## config.mk

```make
export PLATFORM = sky130hd
export DESIGN_NAME = vga_capture
export DESIGN_NICKNAME = d
export VERILOG_FILES = /design/src/rtl/vga_capture.sv
export SDC_FILE = /design/constraint.sdc
export NUM_CORES = 1
export LEC_CHECK = 0
export BUFFER_PORTS_ARGS = -buffer_cell sky130_fd_sc_hd__buf_2
export CAP_MARGIN = 20
export CORE_UTILIZATION = 45
export CTS_BUF_LIST = sky130_fd_sc_hd__clkbuf_16
export DETAILED_ROUTE_END_ITERATION = 10
export PLACE_DENSITY = 0.63
export SYNTH_ARGS = -nofsm -noshare
export SYNTH_HDL_FRONTEND = slang
export SYNTH_SLANG_ARGS = --single-unit
```

## constraint.sdc

```tcl
create_clock -name clk -period 3.2 [get_ports clk]
set_input_delay 0.16 -clock clk [delete_from_list [all_inputs] [get_ports clk]]
set_output_delay 0.16 -clock clk [all_outputs]
set_load 0.05 [all_outputs]
```

## src/rtl/vga_capture.sv

```systemverilog
// Sink-side VGA monitor: recovers pixel position from the sync pins, verifies line and
// frame timing, locks, and streams active pixels. VGA_CAPTURE_CHECKSUM_EN adds the per-frame checksum.
module vga_capture #(
    parameter int H_TOTAL         = 800,
    parameter int H_START         = 144,
    parameter int H_ACTIVE        = 640,
    parameter int V_TOTAL         = 525,
    parameter int V_START         = 35,
    parameter int V_ACTIVE        = 480,
    parameter int SYNC_ACTIVE_LOW = 1,
    parameter int LOCK_FRAMES     = 2
) (
    input  logic        clk,
    input  logic        nRst,
    input  logic        en,
    input  logic        vga_hsync,
    input  logic        vga_vsync,
    input  logic [1:0]  vga_r,
    input  logic [1:0]  vga_g,
    input  logic [1:0]  vga_b,
    output logic        pix_valid,
    output logic [9:0]  pix_x,
    output logic [8:0]  pix_y,
    output logic [5:0]  pix_color,
    output logic        locked,
    output logic        frame_done,
    output logic [15:0] frame_sum,
    output logic [7:0]  err_count
);

    localparam logic [10:0] H_TOT_W = 11'(H_TOTAL);
    localparam logic [10:0] V_TOT_W = 11'(V_TOTAL);
    localparam logic [9:0]  H_BEG   = 10'(H_START);
    localparam logic [9:0]  H_END   = 10'(H_START + H_ACTIVE);
    localparam logic [9:0]  V_BEG   = 10'(V_START);
    localparam logic [9:0]  V_END   = 10'(V_START + V_ACTIVE);
    localparam logic [8:0]  V_BEG9  = 9'(V_START);
    localparam logic [3:0]  LOCK_W  = 4'(LOCK_FRAMES);

    typedef enum logic [1:0] {SEARCH, SYNCING, LOCKED} state_t;

    function automatic logic [7:0] sat_inc8(input logic [7:0] v);
        return (v == 8'hFF) ? v : v + 8'd1;
    endfunction

    state_t      state, state_nx;
    logic [3:0]  good_cnt, good_nx;
    logic        armed, armed_nx, seen_bad, seen_nx;
    logic        err_inc, publish;

    logic        hs_p1, vs_p1, hs_d1, vs_d1;
    logic [5:0]  col_p1;
    logic        hs_edge, vs_edge;
    logic [9:0]  hcnt, lcnt, h_pos, l_pos, x_off;
    logic [8:0]  y_off;
    logic        line_bad, frame_bad, active, pix_ok;

    // Stage p1: register pins, normalise sync polarity
    always_ff @(posedge clk or negedge nRst) begin
        if (!nRst) begin
            hs_p1  <= 1'b0;
            vs_p1  <= 1'b0;
            hs_d1  <= 1'b0;
            vs_d1  <= 1'b0;
            col_p1 <= '0;
        end else begin
            hs_p1  <= (SYNC_ACTIVE_LOW != 0) ? ~vga_hsync : vga_hsync;
            vs_p1  <= (SYNC_ACTIVE_LOW != 0) ? ~vga_vsync : vga_vsync;
            hs_d1  <= hs_p1;
            vs_d1  <= vs_p1;
            col_p1 <= {vga_b, vga_g, vga_r};
        end
    end

    // hcnt/lcnt hold the position of the previous p1 pixel; h_pos/l_pos are the current one
    always_comb begin
        hs_edge   = hs_p1 & ~hs_d1;
        vs_edge   = vs_p1 & ~vs_d1;
        h_pos     = hs_edge ? 10'd0 : hcnt + 10'd1;
        l_pos     = vs_edge ? 10'd0 : (hs_edge ? lcnt + 10'd1 : lcnt);
        line_bad  = hs_edge & armed & (({1'b0, hcnt} + 11'd1) != H_TOT_W);
        frame_bad = line_bad | seen_bad | (({1'b0, lcnt} + 11'd1) != V_TOT_W);
        active    = (h_pos >= H_BEG) && (h_pos < H_END) && (l_pos >= V_BEG) && (l_pos < V_END);
        x_off     = h_pos - H_BEG;
        y_off     = l_pos[8:0] - V_BEG9;
    end

    always_comb begin
        state_nx = state;
        good_nx  = good_cnt;
        armed_nx = armed;
        seen_nx  = seen_bad;
        err_inc  = 1'b0;
        publish  = 1'b0;
        if (!en) begin
            state_nx = SEARCH;
            good_nx  = '0;
            armed_nx = 1'b0;
            seen_nx  = 1'b0;
        end else begin
            case (state)
                SEARCH: begin
                    armed_nx = 1'b0;
                    seen_nx  = 1'b0;
                    if (vs_edge) begin
                        state_nx = SYNCING;
                        good_nx  = '0;
                    end
                end
                SYNCING: begin
                    if (hs_edge) armed_nx = 1'b1;
                    if (line_bad) seen_nx = 1'b1;
                    if (vs_edge) begin
                        seen_nx = 1'b0;
                        if (frame_bad) begin
                            good_nx = '0;
                        end else begin
                            good_nx = good_cnt + 4'd1;
                            if (good_cnt + 4'd1 == LOCK_W) state_nx = LOCKED;
                        end
                    end
                end
                LOCKED: begin
                    if (line_bad || (vs_edge && frame_bad)) begin
                        state_nx = SEARCH;
                        good_nx  = '0;
                        armed_nx = 1'b0;
                        seen_nx  = 1'b0;
                        err_inc  = 1'b1;
                    end else if (vs_edge) begin
                        publish = 1'b1;
                    end
                end
                default: state_nx = SEARCH;
            endcase
        end
        pix_ok = active && (state == LOCKED) && (state_nx == LOCKED);
    end

    always_ff @(posedge clk or negedge nRst) begin
        if (!nRst) begin
            state     <= SEARCH;
            good_cnt  <= '0;
            armed     <= 1'b0;
            seen_bad  <= 1'b0;
            hcnt      <= '0;
            lcnt      <= '0;
            err_count <= '0;
        end else begin
            state    <= state_nx;
            good_cnt <= good_nx;
            armed    <= armed_nx;
            seen_bad <= seen_nx;
            hcnt     <= h_pos;
            lcnt     <= l_pos;
            if (err_inc) err_count <= sat_inc8(err_count);
        end
    end

    // Stage p2: output register
    always_ff @(posedge clk or negedge nRst) begin
        if (!nRst) begin
            pix_valid  <= 1'b0;
            pix_x      <= '0;
            pix_y      <= '0;
            pix_color  <= '0;
            frame_done <= 1'b0;
        end else begin
            pix_valid  <= pix_ok;
            pix_x      <= pix_ok ? x_off : 10'd0;
            pix_y      <= pix_ok ? y_off : 9'd0;
            pix_color  <= pix_ok ? col_p1 : 6'd0;
            frame_done <= publish;
        end
    end

    assign locked = (state == LOCKED);

`ifdef VGA_CAPTURE_CHECKSUM_EN
    logic [15:0] sum;

    always_ff @(posedge clk or negedge nRst) begin
        if (!nRst) begin
            sum       <= '0;
            frame_sum <= '0;
        end else if (!en) begin
            sum       <= '0;
            frame_sum <= '0;
        end else if (publish) begin
            frame_sum <= sum;
            sum       <= '0;
        end else if (state_nx != LOCKED) begin
            sum <= '0;
        end else if (pix_ok) begin
            sum <= sum + {10'd0, col_p1};
        end
    end
`else
    assign frame_sum = 16'h0000;
`endif

endmodule

```

==> summary.md, run 1 <==
| Metric | Value |
|---|---|
| Status | `completed` |
| CP startpoint | `hcnt[0]$_DFF_PN0_` |
| CTS buffer count | `9` |
| Clock tree sinks | `73` |
| Core Region | `a little under 0.009 mm^2` |
| Unique masters post-synth | `65` |
| R2r startpoint | `hcnt[0]$_DFF_PN0_` |
| Startpoint Class | `flop` |
| Avg Vias per Cell | `approximately 5.5` |
| Routed Antenna Nets | `0` |
| Crit end category | `flop` |
| Router iterations before antenna repair | `4` |
| Async SR Flop Fraction | `1.00` |
| Post-route cell area | `0.00476 mm^2` |
| FF+latch count, synth | `73` |
| Pwr Density | `~480 mW/mm^2` |
| All-Layer GR Usage | `0.198` |
| Post-synth top area share | `0.449` |
| H-tree Lvls | `3` |
| Clk buf depth | `2` |
| Relative slew margins | `0.393` |
| Via count | `3,178` |
| Buffers on Ports | `46` |
| Worst-path clk slew | `~0.070 ns` |
| Syn_area_per_cell | `~9.8 um^2` |
| Grt ovf | `0` |
| Critical Path Slowest Stage Cell | `dfrtp_1` |
| Worst slew pin tran | `0.910 ns` |
| Die Ht | `approximately 97 um` |
| Most frequent cells in the layout | `dfrtp_1, buf_2, nand2_1` |
| WP data required | `around 3.4 ns` |
| Post-synth EDFFs | `0` |
| Crit path max-delay family | `compound AO/OA/AOI/OAI gates` |
| CTS tree | `built` |
| Unrepaired setup endpoints after global routing | `false` |
| Vias in the first global route | `between 3,000 and 4,000` |
| Die area | `approximately 0.0094 mm^2` |
| Netlist Area Pre-Place | `between 0.004 and 0.005 mm^2` |
| Max FO, Critical Path | `13` |
| Synth top area cells | `dfrtp_1, buf_4, xnor2_1` |
| Buffer and inverter count on the worst path | `1` |
| Leading cell type in the layout, fill and taps excluded | `dfrtp_1` |
| Worst EP arrival | `3.15 ns` |
| Clock Skew | `a little under 0.008 ns` |
| R2R Setup Slk | `roughly 0.27 ns` |
| # diodes | `0` |
| Post-DP HPWL | `~6200 um` |
| IO Pins | `63` |
| Most used DFF post-synth | `dfrtp_1` |
| Synth-to-Final Area Change | `16.9%` |
| Final WL | `between 8000 and 9000 um` |
| Fmax | `roughly 0.34 GHz` |
| Yosys warnings | `0` |
| # Post-CTS Setup Buffers | `0` |
| Multi-input logic area | `0.00200 mm^2` |
| Tcrit/Tclk final | `0.914` |
| Placed inst area | `between 0.004 and 0.005 mm^2` |
| Final Hold Fails | `0` |
| First-pass GRT wire length | `approximately 15,000 um` |
| DRC | `0` |
| Max-Cap Viols | `0` |
| Root buffer cell | `clkbuf_16` |
| WL/cell | `roughly 15 um` |
| CP cell instances | `nand2_1 -> o21a_1 -> o21ai_1 -> ha_1 -> and3b_1 -> a22o_1 -> o2111a_1 -> o31a_1 -> o311ai_4 -> buf_12 -> nor4_1` |
| Setup Total Neg Slack | `0 ns` |
| Setup-failing EPs final | `0` |
| Placer Congestion | `~0.83` |
| Starting DRT DRC Count | `about 120` |
| Post-synthesis sequential area ratio | `0.449` |
| Largest net degree at the start of global routing | `74` |
| Clk_lat worst skew | `0.33 ns` |
| Initial antenna violation count | `0` |
| Worst Hold Class | `input pin to asynchronous set/reset pin` |
| Filler cells | `a little under 800` |
| Slowest Stage Delay on Critical Path | `around 0.55 ns` |
| Die Wd | `just under 100 um` |
| Dominant cell type by area after synthesis | `dfrtp_1` |
| CP Class | `flop to flop` |
| Final Critical Period | `a little under 3 ns` |
| Layout Nets | `just under 500` |
| Standard-cell rows | `34` |
| Share of cells above drive strength 1 | `0.184` |
| Register area | `0.00183 mm^2` |
| Fin. max-slew vios | `0` |
| Worst vdd rail ir drop | `approximately 0.28 mV` |
| Initial core utilization | `0.467` |
| Post-Syn Instances | `415` |
| P_leak | `2.21 nW` |
-- what timing repair did --
| item | 4_1_cts | 5_1_grt |
|---|---|---|
| hold endpoints to repair | 8 | 0 |
| endpoints found under the setup margin | 0 | 11 |
| hold buffers | 8 | 0 |
| resized for setup | 0 | 1 |
-- worst register-to-register path, cell delays in order, from the launching register on --
cell and delay, ns:
dfrtp_1 0.55, nand2_1 0.21, o21a_1 0.24, o21ai_1 0.32, ha_1 0.24, and3b_1 0.15
a22o_1 0.12, o2111a_1 0.18, o31a_1 0.16, o311ai_4 0.15, buf_12 0.21, nor4_1 0.27
-- cell families after synthesis --
| kind of cell | Yosys count | share of synthesized area |
|---|---|---|
| buffers and inverters | 56 | 0.0729 |
| AO/OA/AOI/OAI | 82 | 0.155 |
| multiplexers | 5 | 0.0129 |
| AND/OR/NAND/NOR | 162 | 0.224 |
| flip-flops | 73 | 0.449 |
| XOR/XNOR | 27 | 0.0581 |
| adder cells (fa/ha/maj) | 9 | 0.0277 |
| other | 1 | 0.000922 |
-- flip-flops by register name, summed over array words and instances (netlist names) --
register	cells
pix_y	9
vs_d1	1
state	2
seen_bad	1
pix_color	6
good_cnt	4
err_count	8
vs_p1	1
pix_valid	1
pix_x	10
lcnt	10
col_p1	6
hcnt	10
hs_d1	1
hs_p1	1
frame_done	1
armed	1
-- layer usage --
| layer | GRT usage | vias up | share of wire |
|---|---|---|---|
| met4 | 0.0631 | 0 | 0.0098 |
| met3 | 0.0317 | 9 | 0.040 |
| met2 | 0.303 | 73 | 0.47 |
| li1 | - | 1570 | - |
| met5 | 0 | - | 0 |
| met1 | 0.287 | 1526 | 0.48 |
-- cell usage after synthesis (all sizes together), types with 3 or more instances --
library cell / number
a2111oi: 6
a21oi: 16
a31oi: 3
and2: 10
and3: 6
and4: 4
buf: 31
clkbuf: 10
dfrtp: 73
ha: 9
inv: 15
mux2i: 3
nand2: 25
nand2b: 7
nand3: 9
nand3b: 3
nand4: 10
nand4b: 3
nor2: 24
nor2b: 6
nor3: 22
nor3b: 8
nor4: 11
o211ai: 3
o21a: 6
o21ai: 20
o2bb2ai: 3
o31ai: 4
or3: 6
xnor2: 14
xor2: 13
-- stage by stage --
step	std cells	setup WS, ns	power, mW	util	hold WS (ns)
4_1_cts	581	0.141	2.30	0.545	0.0823
3_5_place_dp	557	0.150	1.25	0.501	0.269
5_1_grt	581	0.0591	2.37	0.545	0.131
3_3_place_gp	557	0.329	1.25	0.501	0.267
6_report	581	0.274	2.28	0.545	0.0468
2_1_floorplan	430	0.420	1.19	-	-0.136
-- area by class of cell --
cell class / count / area share
Clock buffer: 9 / 0.0473
Clock inverter: 7 / 0.0176
Inverter: 15 / 0.0118
Multi-Input combinational cell: 301 / 0.421
Sequential cell: 73 / 0.384
Tap cell: 108 / 0.0284
Timing Repair Buffer: 68 / 0.0900
-- report_power, final --
| group | total [mW] | switching [mW] | internal, mW | leakage [nW] |
|---|---|---|---|---|
| registers | 1.01 | 0.0538 | 0.952 | 0.989 |
| logic | 0.242 | 0.162 | 0.0804 | 1.07 |
| clock network | 1.04 | 0.418 | 0.617 | 0.149 |
-- final timing paths --
check | to | cells after the start
min in group clk | armed$_DFFE_PN0P_ | 3
hold reg to reg | vs_d1$_DFF_PN0_ | 0
setup / recovery | pix_x[7]$_DFF_PN0_ | 11
max in group asynchronous | good_cnt[0]$_DFFE_PN0P_ | 2
hold / removal | col_p1[1]$_DFF_PN0_ | 2
setup reg to reg | pix_x[7]$_DFF_PN0_ | 11
No activity file was read; power rests on OpenSTA's default activity.
==> run 2: changes to the inputs <==
Settings changed: CORE_ASPECT_RATIO set to 1.2.
==> summary.md, run 2 (synthesis gave the netlist of run 1 again) <==
| Metric | Value |
|---|---|
| Status | `completed` |
| All-Layer GR Usage | `0.204` |
| Fmax | `0.338 GHz` |
| WL/cell | `approximately 15 um` |
| Clk_lat worst skew | `0.34 ns` |
| Worst-path clk slew | `about 0.07 ns` |
| Worst vdd rail ir drop | `between 0.3 and 0.4 mV` |
| IO Pins | `63` |
| Starting DRT DRC Count | `approximately 170` |
| Die Ht | `about 110 um` |
| Leading cell type in the layout, fill and taps excluded | `dfrtp_1` |
| Clock tree sinks | `73` |
| Die area | `~0.0094 mm^2` |
| Register area | `0.00183 mm^2` |
| Relative slew margins | `0.385` |
| Clk buf depth | `2` |
| Top flop regs | `hcnt (10), lcnt (10), pix_x (10)` |
| Cells after DPL | `about 570` |
| Crit end category | `flop` |
| Standard-cell rows | `37` |
| Setup Total Neg Slack | `0 ns` |
| Multi-input logic area | `0.00200 mm^2` |
| Combinational power share | `0.103` |
| Post-DP HPWL | `approximately 6300 um` |
| Max-Cap Viols | `0` |
| Fin. max-slew vios | `0` |
| Worst slew pin tran | `between 0.9 and 1 ns` |
| H-tree Lvls | `3` |
| Setup-failing EPs final | `0` |
| Core Region | `roughly 0.0087 mm^2` |
| Worst EP arrival | `approximately 3.2 ns` |
| Startpoint Class | `flop` |
| Tcrit/Tclk final | `0.923` |
| Share of cells above drive strength 1 | `0.182` |
| Root buffer cell | `clkbuf_16` |
| Placer Congestion | `0.848` |
| Layout Nets | `487` |
| DRC | `0` |
| Routed Antenna Nets | `0` |
| Synth-to-Final Area Change | `16.8%` |
| Grt ovf | `0` |
| Switch share | `0.278` |
| Final Hold Fails | `0` |
| Initial antenna violation count | `0` |
| Avg Vias per Cell | `between 5 and 6` |
| Final Critical Period | `a little under 3 ns` |
| Net Sw Power | `0.637 mW` |
| P_leak | `2.20 nW` |
| First-pass GRT wire length | `around 15,000 um` |
| CP Class | `flop to flop` |
| Router iterations before antenna repair | `4` |
| Clock Skew | `0.00901 ns` |
| WP data required | `approximately 3.4 ns` |
| Int Power | `between 1.5 and 2 mW` |
| Worst Hold Class | `input pin to asynchronous set/reset pin` |
| Filler cells | `roughly 820` |
| Vias in the first global route | `between 2,000 and 3,000` |
| Initial core utilization | `0.470` |
| Most frequent cells in the layout | `dfrtp_1, buf_2, nand2_1` |
| Seq pwr share | `0.438` |
| Largest net degree at the start of global routing | `74` |
| Die Wd | `between 80 and 90 um` |
| Clk pwr share | `0.458` |
| # diodes | `0` |
| Fin cells | `between 500 and 600` |
| Via count | `roughly 3,200` |
| CTS buffer count | `9` |
| Final WL | `about 9000 um` |
| Max FO, Critical Path | `12` |
| Unrepaired setup endpoints after global routing | `false` |
| CTS tree | `built` |
| Pwr Density | `about 480 mW/mm^2` |
| Buffers on Ports | `46` |
## run 2: per-layer routing
metal	vias to the layer above	track usage	routed length, um
li1	1567	-	-
met5	-	0	0
met2	101	0.323	4250
met3	9	0.0474	432
met1	1530	0.276	4090
met4	0	0.0588	103
## run 2: power by group through the flow
stage               clock network (mW)  registers (mW)  logic [mW]
floorplan                            0           0.997       0.196
global placement                     0            1.02       0.232
detailed placement                   0            1.02       0.230
CTS                               1.07            1.00       0.239
global route                      1.12            1.01       0.265
finish                            1.05            1.00       0.236
## run 2: repair_timing
item                                    4_1_cts  5_1_grt
hold buffers                                  8        0
endpoints found under the setup margin        0        2
buffers inserted                              0        0
resized for setup                             0        1
endpoints found under the hold margin         8        0
## run 2: worst max-delay path, stage by stage (launching register included)
cell	delay, ns
dfrtp_1	0.45
ha_1	0.37
nand2_1	0.12
or4_4	0.49
a22o_1	0.24
o31ai_4	0.57
o211ai_4	0.24
a2111oi_4	0.35
## run 2: path summary, 6_finish.rpt
kind                                    from                  endpoint  slack (ns)  cells past startpoint
max reg2reg                lcnt[0]$_DFF_PN0_        pix_x[9]$_DFF_PN0_        0.24                      7
min                                     nRst         hcnt[5]$_DFF_PN0_        0.03                      2
min in group clk                          en         armed$_DFFE_PN0P_        0.16                      3
min reg2reg                  vs_p1$_DFF_PN0_           vs_d1$_DFF_PN0_        0.40                      0
max in group asynchronous               nRst  err_count[3]$_DFFE_PN0P_        2.56                      2
max                        lcnt[0]$_DFF_PN0_        pix_x[9]$_DFF_PN0_        0.24                      7
## run 2: through the flow
stage / setup slack [ns] / power [mW] / hold WS [ns] / util / cell area [um^2]
3_5_place_dp: 0.250 / 1.25 / 0.269 / 0.504 / 4360
3_3_place_gp: 0.296 / 1.25 / 0.268 / 0.504 / 4360
4_1_cts: 0.232 / 2.32 / 0.0777 / 0.549 / 4750
5_1_grt: 0.0517 / 2.39 / 0.134 / 0.549 / 4750
2_1_floorplan: 0.420 / 1.19 / -0.136 / - / 4130
6_report: 0.245 / 2.29 / 0.0318 / 0.549 / 4750
## run 2: cell type report
| class | count | area share |
|---|---|---|
| multi-input cells | 301 | 0.421 |
| clock inverters | 7 | 0.0182 |
| inverters | 15 | 0.0119 |
| flip-flops and latches | 73 | 0.385 |
| repair buffers | 67 | 0.0859 |
| clock buffers | 9 | 0.0474 |
| well taps | 117 | 0.0308 |
